--- src/rtl/apb_bridge_pkg.sv ---
// Shared definitions for the APB requester bridge: bus widths, FSM
// encoding and the round-robin pointer wrap helper.
package apb_bridge_pkg;

    localparam int APB_ADDR_W = 7;
    localparam int APB_DATA_W = 8;
    localparam int GID_W      = 3;   // requester index width, enough for 8 requesters

    typedef enum logic [1:0] {
        IDLE  = 2'd0,
        ISSUE = 2'd1,
        WAIT  = 2'd2,
        RESP  = 2'd3
    } state_t;

    // Index of the requester after id, wrapping at n.
    function automatic logic [GID_W-1:0] wrap_inc(input logic [GID_W-1:0] id, input int n);
        return (int'(id) == n - 1) ? '0 : id + GID_W'(1);
    endfunction

endpackage

--- src/rtl/apb_req_arbiter_if.sv ---
// Requester-side and master-side signal bundle of the APB requester bridge.
// The slave modport is the bridge's view; the master modport is the view of
// whatever surrounds it (requesters plus apb_master).
interface apb_req_arbiter_if #(parameter int NUM_REQ = 4) ();
    import apb_bridge_pkg::*;

    // requester side
    logic [NUM_REQ-1:0]            req_valid;
    logic [NUM_REQ-1:0]            req_write;
    logic [NUM_REQ*APB_ADDR_W-1:0] req_addr;
    logic [NUM_REQ*APB_DATA_W-1:0] req_wdata;
    logic [NUM_REQ-1:0]            rsp_done;
    logic                          rsp_err;
    logic [APB_DATA_W-1:0]         rsp_rdata;
    logic                          busy;
    logic [GID_W-1:0]              grant_id;

    // apb_master side
    logic                          m_enable;
    logic                          m_write;
    logic                          m_read;
    logic                          m_data_send;
    logic [APB_ADDR_W-1:0]         m_addr;
    logic [APB_DATA_W-1:0]         m_wdata;
    logic                          m_ready;
    logic [APB_DATA_W-1:0]         m_rdata;

    modport slave (
        input  req_valid, req_write, req_addr, req_wdata, m_ready, m_rdata,
        output rsp_done, rsp_err, rsp_rdata, busy, grant_id,
               m_enable, m_write, m_read, m_data_send, m_addr, m_wdata
    );

    modport master (
        output req_valid, req_write, req_addr, req_wdata, m_ready, m_rdata,
        input  rsp_done, rsp_err, rsp_rdata, busy, grant_id,
               m_enable, m_write, m_read, m_data_send, m_addr, m_wdata
    );

endinterface

--- src/rtl/rr_arbiter.sv ---
// Combinational round-robin pick: first set request at or after ptr,
// wrapping modulo NUM_REQ. Returns one-hot grant and its binary index.
module rr_arbiter
    import apb_bridge_pkg::*;
#(
    parameter int NUM_REQ = 4
) (
    input  logic [NUM_REQ-1:0] req,
    input  logic [GID_W-1:0]   ptr,
    output logic [NUM_REQ-1:0] grant,
    output logic [GID_W-1:0]   grant_id,
    output logic               any
);

    logic found;

    // Scan offsets 0..NUM_REQ-1 from ptr; the first hit wins.
    always_comb begin
        // NOTE: every output gets a default before the loop, so no path leaves a value held and no latch is inferred.
        grant    = '0;
        grant_id = '0;
        found    = 1'b0;
        for (int off = 0; off < NUM_REQ; off++) begin
            for (int j = 0; j < NUM_REQ; j++) begin
                if (!found && req[j] && (j == (int'(ptr) + off) % NUM_REQ)) begin
                    found    = 1'b1;
                    grant[j] = 1'b1;
                    grant_id = GID_W'(j);
                end
            end
        end
        any = |req;
    end

endmodule

--- src/rtl/apb_req_arbiter.sv ---
// Shares the single apb_master command port between NUM_REQ requesters.
// One command is latched in IDLE, pulsed for one cycle in ISSUE, then the
// bridge sits in WAIT with all strobes low until m_ready or a timeout, and
// reports back to the granted requester in RESP. All outputs are registered.
module apb_req_arbiter
    import apb_bridge_pkg::*;
#(
    parameter int NUM_REQ = 4,
    parameter int TIMEOUT = 255,
    parameter int TO_W    = 8
) (
    input  logic             clk,
    input  logic             rst,
    apb_req_arbiter_if.slave bus
);

    // Registered output image, next-value computed combinationally.
    typedef struct packed {
        logic [NUM_REQ-1:0]    rsp_done;
        logic                  rsp_err;
        logic [APB_DATA_W-1:0] rsp_rdata;
        logic                  busy;
        logic                  m_enable;
        logic                  m_write;
        logic                  m_read;
        logic                  m_data_send;
        logic [APB_ADDR_W-1:0] m_addr;
        logic [APB_DATA_W-1:0] m_wdata;
    } out_t;

    state_t              state_q, state_d;
    out_t                out_q, out_d;
    logic [GID_W-1:0]    ptr_q, ptr_d;
    logic [GID_W-1:0]    grant_id_q, grant_id_d;
    logic [NUM_REQ-1:0]  grant_oh_q, grant_oh_d;
    logic [TO_W-1:0]     cnt_q, cnt_d;
    logic                lat_write_q, lat_write_d;

    logic [NUM_REQ-1:0]    arb_grant;
    logic [GID_W-1:0]      arb_id;
    logic                  arb_any;
    logic                  sel_write;
    logic [APB_ADDR_W-1:0] sel_addr;
    logic [APB_DATA_W-1:0] sel_wdata;

    rr_arbiter #(.NUM_REQ(NUM_REQ)) u_arb (
        .req      (bus.req_valid),
        .ptr      (ptr_q),
        .grant    (arb_grant),
        .grant_id (arb_id),
        .any      (arb_any)
    );

    // Mux the winning requester's command fields out of the packed buses.
    always_comb begin
        sel_write = 1'b0;
        sel_addr  = '0;
        sel_wdata = '0;
        for (int i = 0; i < NUM_REQ; i++) begin
            if (arb_grant[i]) begin
                sel_write = bus.req_write[i];
                sel_addr  = bus.req_addr[i*APB_ADDR_W +: APB_ADDR_W];
                sel_wdata = bus.req_wdata[i*APB_DATA_W +: APB_DATA_W];
            end
        end
    end

    // Next state and next registered outputs; strobes and rsp_done default low.
    always_comb begin
        state_d     = state_q;
        ptr_d       = ptr_q;
        cnt_d       = cnt_q;
        grant_id_d  = grant_id_q;
        grant_oh_d  = grant_oh_q;
        lat_write_d = lat_write_q;
        out_d             = out_q;
        out_d.rsp_done    = '0;
        out_d.m_enable    = 1'b0;
        out_d.m_write     = 1'b0;
        out_d.m_read      = 1'b0;
        out_d.m_data_send = 1'b0;

        case (state_q)
            IDLE: begin
                if (arb_any) begin
                    state_d           = ISSUE;
                    grant_id_d        = arb_id;
                    grant_oh_d        = arb_grant;
                    lat_write_d       = sel_write;
                    out_d.m_enable    = 1'b1;
                    out_d.m_write     = sel_write;
                    out_d.m_read      = !sel_write;
                    out_d.m_data_send = sel_write;
                    out_d.m_addr      = sel_addr;
                    out_d.m_wdata     = sel_write ? sel_wdata : '0;
                end
            end
            ISSUE: begin
                // m_ready here belongs to no command of ours and is ignored.
                cnt_d   = '0;
                state_d = WAIT;
            end
            WAIT: begin
                if (bus.m_ready) begin
                    out_d.rsp_rdata = lat_write_q ? '0 : bus.m_rdata;
                    out_d.rsp_err   = 1'b0;
                    out_d.rsp_done  = grant_oh_q;
                    state_d         = RESP;
                end else if (cnt_q == TO_W'(TIMEOUT - 1)) begin
                    out_d.rsp_rdata = '0;
                    out_d.rsp_err   = 1'b1;
                    out_d.rsp_done  = grant_oh_q;
                    state_d         = RESP;
                end else begin
                    cnt_d = cnt_q + TO_W'(1);
                end
            end
            RESP: begin
                ptr_d   = wrap_inc(grant_id_q, NUM_REQ);
                state_d = IDLE;
            end
            default: state_d = IDLE;
        endcase

        out_d.busy = (state_d != IDLE);
    end

    // State and output registers; reset drops any transaction in flight.
    always_ff @(posedge clk or posedge rst) begin
        if (rst) begin
            state_q     <= IDLE;
            out_q       <= '0;
            ptr_q       <= '0;
            grant_id_q  <= '0;
            grant_oh_q  <= '0;
            cnt_q       <= '0;
            lat_write_q <= 1'b0;
        end else begin
            // NOTE: sequential state uses non-blocking assignments so every register samples pre-edge values.
            state_q     <= state_d;
            out_q       <= out_d;
            ptr_q       <= ptr_d;
            grant_id_q  <= grant_id_d;
            grant_oh_q  <= grant_oh_d;
            cnt_q       <= cnt_d;
            lat_write_q <= lat_write_d;
        end
    end

    assign bus.rsp_done    = out_q.rsp_done;
    assign bus.rsp_err     = out_q.rsp_err;
    assign bus.rsp_rdata   = out_q.rsp_rdata;
    assign bus.busy        = out_q.busy;
    assign bus.grant_id    = grant_id_q;
    assign bus.m_enable    = out_q.m_enable;
    assign bus.m_write     = out_q.m_write;
    assign bus.m_read      = out_q.m_read;
    assign bus.m_data_send = out_q.m_data_send;
    assign bus.m_addr      = out_q.m_addr;
    assign bus.m_wdata     = out_q.m_wdata;

endmodule

--- src/flat_wrapper.sv ---
// flat-port wrapper written by rule: the top's interface ports become plain ports
module apb_req_arbiter_flat import apb_bridge_pkg::*;
#(
    parameter int NUM_REQ = 4,
    parameter int TIMEOUT = 255,
    parameter int TO_W    = 8
)
  (clk, rst, bus_req_valid, bus_req_write, bus_req_addr, bus_req_wdata, bus_m_ready, bus_m_rdata, bus_rsp_done, bus_rsp_err, bus_rsp_rdata, bus_busy, bus_grant_id, bus_m_enable, bus_m_write, bus_m_read, bus_m_data_send, bus_m_addr, bus_m_wdata);
  apb_req_arbiter_if #(.NUM_REQ(NUM_REQ)) bus_i ();
  input  logic clk;
  input  logic rst;
  input wire logic [$bits(bus_i.req_valid)-1:0] bus_req_valid;
  input wire logic [$bits(bus_i.req_write)-1:0] bus_req_write;
  input wire logic [$bits(bus_i.req_addr)-1:0] bus_req_addr;
  input wire logic [$bits(bus_i.req_wdata)-1:0] bus_req_wdata;
  input wire logic [$bits(bus_i.m_ready)-1:0] bus_m_ready;
  input wire logic [$bits(bus_i.m_rdata)-1:0] bus_m_rdata;
  output wire logic [$bits(bus_i.rsp_done)-1:0] bus_rsp_done;
  output wire logic [$bits(bus_i.rsp_err)-1:0] bus_rsp_err;
  output wire logic [$bits(bus_i.rsp_rdata)-1:0] bus_rsp_rdata;
  output wire logic [$bits(bus_i.busy)-1:0] bus_busy;
  output wire logic [$bits(bus_i.grant_id)-1:0] bus_grant_id;
  output wire logic [$bits(bus_i.m_enable)-1:0] bus_m_enable;
  output wire logic [$bits(bus_i.m_write)-1:0] bus_m_write;
  output wire logic [$bits(bus_i.m_read)-1:0] bus_m_read;
  output wire logic [$bits(bus_i.m_data_send)-1:0] bus_m_data_send;
  output wire logic [$bits(bus_i.m_addr)-1:0] bus_m_addr;
  output wire logic [$bits(bus_i.m_wdata)-1:0] bus_m_wdata;
  assign bus_i.req_valid = bus_req_valid;
  assign bus_i.req_write = bus_req_write;
  assign bus_i.req_addr = bus_req_addr;
  assign bus_i.req_wdata = bus_req_wdata;
  assign bus_i.m_ready = bus_m_ready;
  assign bus_i.m_rdata = bus_m_rdata;
  assign bus_rsp_done = bus_i.rsp_done;
  assign bus_rsp_err = bus_i.rsp_err;
  assign bus_rsp_rdata = bus_i.rsp_rdata;
  assign bus_busy = bus_i.busy;
  assign bus_grant_id = bus_i.grant_id;
  assign bus_m_enable = bus_i.m_enable;
  assign bus_m_write = bus_i.m_write;
  assign bus_m_read = bus_i.m_read;
  assign bus_m_data_send = bus_i.m_data_send;
  assign bus_m_addr = bus_i.m_addr;
  assign bus_m_wdata = bus_i.m_wdata;
  apb_req_arbiter #(.NUM_REQ(NUM_REQ), .TIMEOUT(TIMEOUT), .TO_W(TO_W)) u_core (.clk(clk), .rst(rst), .bus(bus_i));
endmodule
--- config.mk ---
export PLATFORM = sky130hd
export DESIGN_NAME = apb_req_arbiter_flat
export DESIGN_NICKNAME = d
export VERILOG_FILES = /design/src/rtl/apb_bridge_pkg.sv /design/src/rtl/apb_req_arbiter_if.sv /design/src/rtl/rr_arbiter.sv /design/src/rtl/apb_req_arbiter.sv /design/src/flat_wrapper.sv
export SDC_FILE = /design/constraint.sdc
export NUM_CORES = 1
export LEC_CHECK = 0
export ABC_AREA = 1
export BUFFER_PORTS_ARGS = -buffer_cell sky130_fd_sc_hd__buf_2
export CAP_MARGIN = 20
export CORE_MARGIN = 5
export CORE_UTILIZATION = 49
export DETAILED_ROUTE_END_ITERATION = 16
export GPL_TIMING_DRIVEN = 0
export PLACE_DENSITY_LB_ADDON = 0.3
export RECOVER_POWER = 100
export SLEW_MARGIN = 20
export SYNTH_ARGS = -nofsm -noshare
export SYNTH_HDL_FRONTEND = slang
export SYNTH_SLANG_ARGS = --single-unit
--- constraint.sdc ---
create_clock -name clk -period 2.9 [get_ports clk]
set_input_delay 0.58 -clock clk [delete_from_list [all_inputs] [get_ports clk]]
set_output_delay 0.58 -clock clk [all_outputs]
set_load 0.005 [all_outputs]
==> impl_metrics.json <==
{
  "skew_ns": 0.00797,
  "post_cts_buffers": 0,
  "postLayoutCellArea_um2": 3690,
  "placedInstanceArea_um2": 3610,
  "wl_per_cell_um": 12.6,
  "cp.required_ns": 3.13,
  "maxCapViolCount": 0,
  "overflow": 0,
  "cpLargestDelayFamily": "simple AND/OR/NAND/NOR gates",
  "core_area_um2": 5890,
  "die_area_um2": 7630,
  "synthArstFlopShare": 1.00,
  "dp_hpwl_um": 5940,
  "area_growth_pct": 25.9,
  "hold_ws_ns": 0.371,
  "layout_common_cells": "nand2_1 (116), buf_2 (94), dfrtp_1 (51)",
  "synth_warnings": 0,
  "avgSynthCellArea_um2": 7.54,
  "crit_path_start_kind": "flip-flop",
  "ys_seq_elements": 51,
  "cts-root-buf": "clkbuf_8",
  "clock_sinks": 51,
  "arrival_ns": 2.79,
  "routed_wl_um": 7360,
  "hold_buffers": 0,
  "slew_viol_final": 0,
  "p_total_mw": 3.45,
  "syn_nets": 475,
  "layout_setup_ws_ns": 0.343,
  "ir_worst_vdd_v": 0.000555,
  "power_density_nw_per_um2": 934,
  "netlist_area_um2": 2930,
  "grt_pass1_vias": 2764,
  "final_common_cell": "nand2_1",
  "grt_pass1_wl_um": 12400,
  "finalCriticalPeriod_ns": 2.56,
  "htreeDepth": 2,
  "die_x_um": 87.4,
  "setup_viol": 0,
  "synth_cell_types": 40,
  "post-route-period-util": 0.882,
  "outcome": "complete, no violations",
  "worst_pin_slew_ns": 1.40,
  "hp-class": "input port to async pin",
  "grt_max_degree": 35,
  "path_clk_slew_ns": 0.09,
  "synthCells": 389,
  "final_nets": 596,
  "num_antenna_cells": 0,
  "critPathKind": "flip-flop to flip-flop",
  "ys.flop_type": "dfrtp_1",
  "critPathBufInv": 2,
  "vias": 2886,
  "hold_viol": 0,
  "cpMaxStageDelayCell": "dfrtp_1",
  "clockBufferDepth": 2,
  "grt_setup_unrepaired": "no",
  "num_rows": 28,
  "crit_fanout": 10,
  "cts_resized": 0,
  "gp_congestion": 0.844,
  "numCtsBuffers": 5,
  "crit_chain": "inv_1, nand3_1, nand3_2, nor2_2, nand4_2, nor2_4, nand4_4, nor2_4, nand4_1, nand2_1, buf_4, a21oi_1, nand2_1, nand2_1, o21bai_1",
  "clkLatencyLatePin_ns": 0.30,
  "die_y_um": 87.4,
  "worstSetupEndpointType": "flip-flop",
  "ios": 115,
  "max_freq_mhz": 391,
  "start_util": 0.498,
  "slew-limit-headroom": 0.0662,
  "drc_errors": 0,
  "cts_tree": "yes",
  "dr.pass1.iters": 5,
  "ys_seq_area_frac": 0.435,
  "viasPerCell": 4.92,
  "critPathMaxStageDelay_ns": 0.42,
  "drt-initial-drc-count": 117,
  "fin_setup_tns_ns": 0,
  "dp_slack_ns": 0.191,
  "synth_edf_count": 0,
  "numPortBuffers": 113,
  "final_layout_size_suffix_gt1_frac": 0.243,
  "postRouteAntennaNets": 0,
  "power.leakage_nw": 2.03,
  "cpMostUsedCell": "nand2_1",
  "antenna_found_initial": 0,
  "grt_usage": 0.201
}
-- final timing paths --
kind,startpoint,end,slack (ns),cells after the start
max,u_core.ptr_q[0],u_core.bus.m_wdata[6],0.34,15
min,rst,u_core.bus.m_addr[5],0.37,2
max reg2reg,u_core.ptr_q[0],u_core.bus.m_wdata[6],0.34,15
min reg2reg,u_core.bus.rsp_rdata[0],u_core.bus.rsp_rdata[0],0.48,2
max in group asynchronous,rst,u_core.cnt_q[5],0.68,3
min in group clk,u_core.bus.rsp_rdata[0],u_core.bus.rsp_rdata[0],0.48,2
-- layout make-up --
cell class,count,area [um2]
tap,75,93.8
clock inverter,2,35.0
sequential,51,1280
buffer,12,71.3
clock buffer,6,82.6
fill,551,2190
inverter,49,184
timing repair buffer,114,552
multi-input combinational,277,1400
-- metal layers --
layer | part of all wire | track usage | vias to the layer above
met5 | 0 | 0 | -
met4 | 0.012 | 0.0544 | 0
met3 | 0.070 | 0.0255 | 8
met2 | 0.48 | 0.332 | 101
met1 | 0.44 | 0.277 | 1304
li1 | - | - | 1473
-- cells in the mapped netlist (2+ instances only) --
cell type / number / area (um2)
nor3b_1: 3 / 22.5
nor2_4: 2 / 22.5
nand2_2: 4 / 25.0
inv_1: 47 / 176
inv_2: 2 / 7.51
ha_1: 7 / 87.6
nor2_1: 34 / 128
a21oi_1: 17 / 85.1
xor2_1: 2 / 17.5
o21bai_1: 8 / 60.1
o21ai_1: 3 / 15.0
nand4_1: 7 / 43.8
buf_4: 4 / 30.0
or2_2: 2 / 12.5
o21ai_0: 22 / 110
buf_2: 2 / 10.0
or2_1: 7 / 43.8
a41oi_1: 2 / 17.5
nor3_1: 4 / 20.0
dfrtp_1: 51 / 1280
nand3_1: 21 / 105
clkbuf_1: 3 / 11.3
nand4_2: 2 / 25.0
nand2_1: 115 / 432
or2_0: 2 / 12.5
o31ai_1: 2 / 15.0
-- registers in the layout, indices dropped and copies added (netlist names), 2 cells and up --
signal / flops
u_core.ptr_q: 2
u_core.bus.rsp_rdata: 8
u_core.state_q: 2
u_core.bus.grant_id: 2
u_core.cnt_q: 8
u_core.bus.m_wdata: 8
u_core.grant_oh_q: 4
u_core.bus.m_addr: 7
u_core.bus.rsp_done: 4
-- metrics by stage --
stage               utilization  std cells
global route              0.628        586
global placement          0.610        577
detailed placement        0.614        578
CTS                       0.634        586
floorplan                     -        389
finish                    0.628        586
-- report_power, final --
group | internal [mW] | switching, mW
sequential | 0.958 | 0.142
clock | 0.279 | 0.220
combinational | 0.691 | 1.16
-- cells by family after synthesis --
group / Yosys count / synth area share
flip-flops: 51 / 0.435
AND/OR/NAND/NOR: 211 / 0.333
XOR/XNOR: 2 / 0.00597
buffers and inverters: 61 / 0.0870
other: 1 / 0.00128
adder cells (fa/ha/maj): 7 / 0.0299
AO/OA/AOI/OAI: 56 / 0.108
Note: power is estimated with default switching activity, not from simulation.
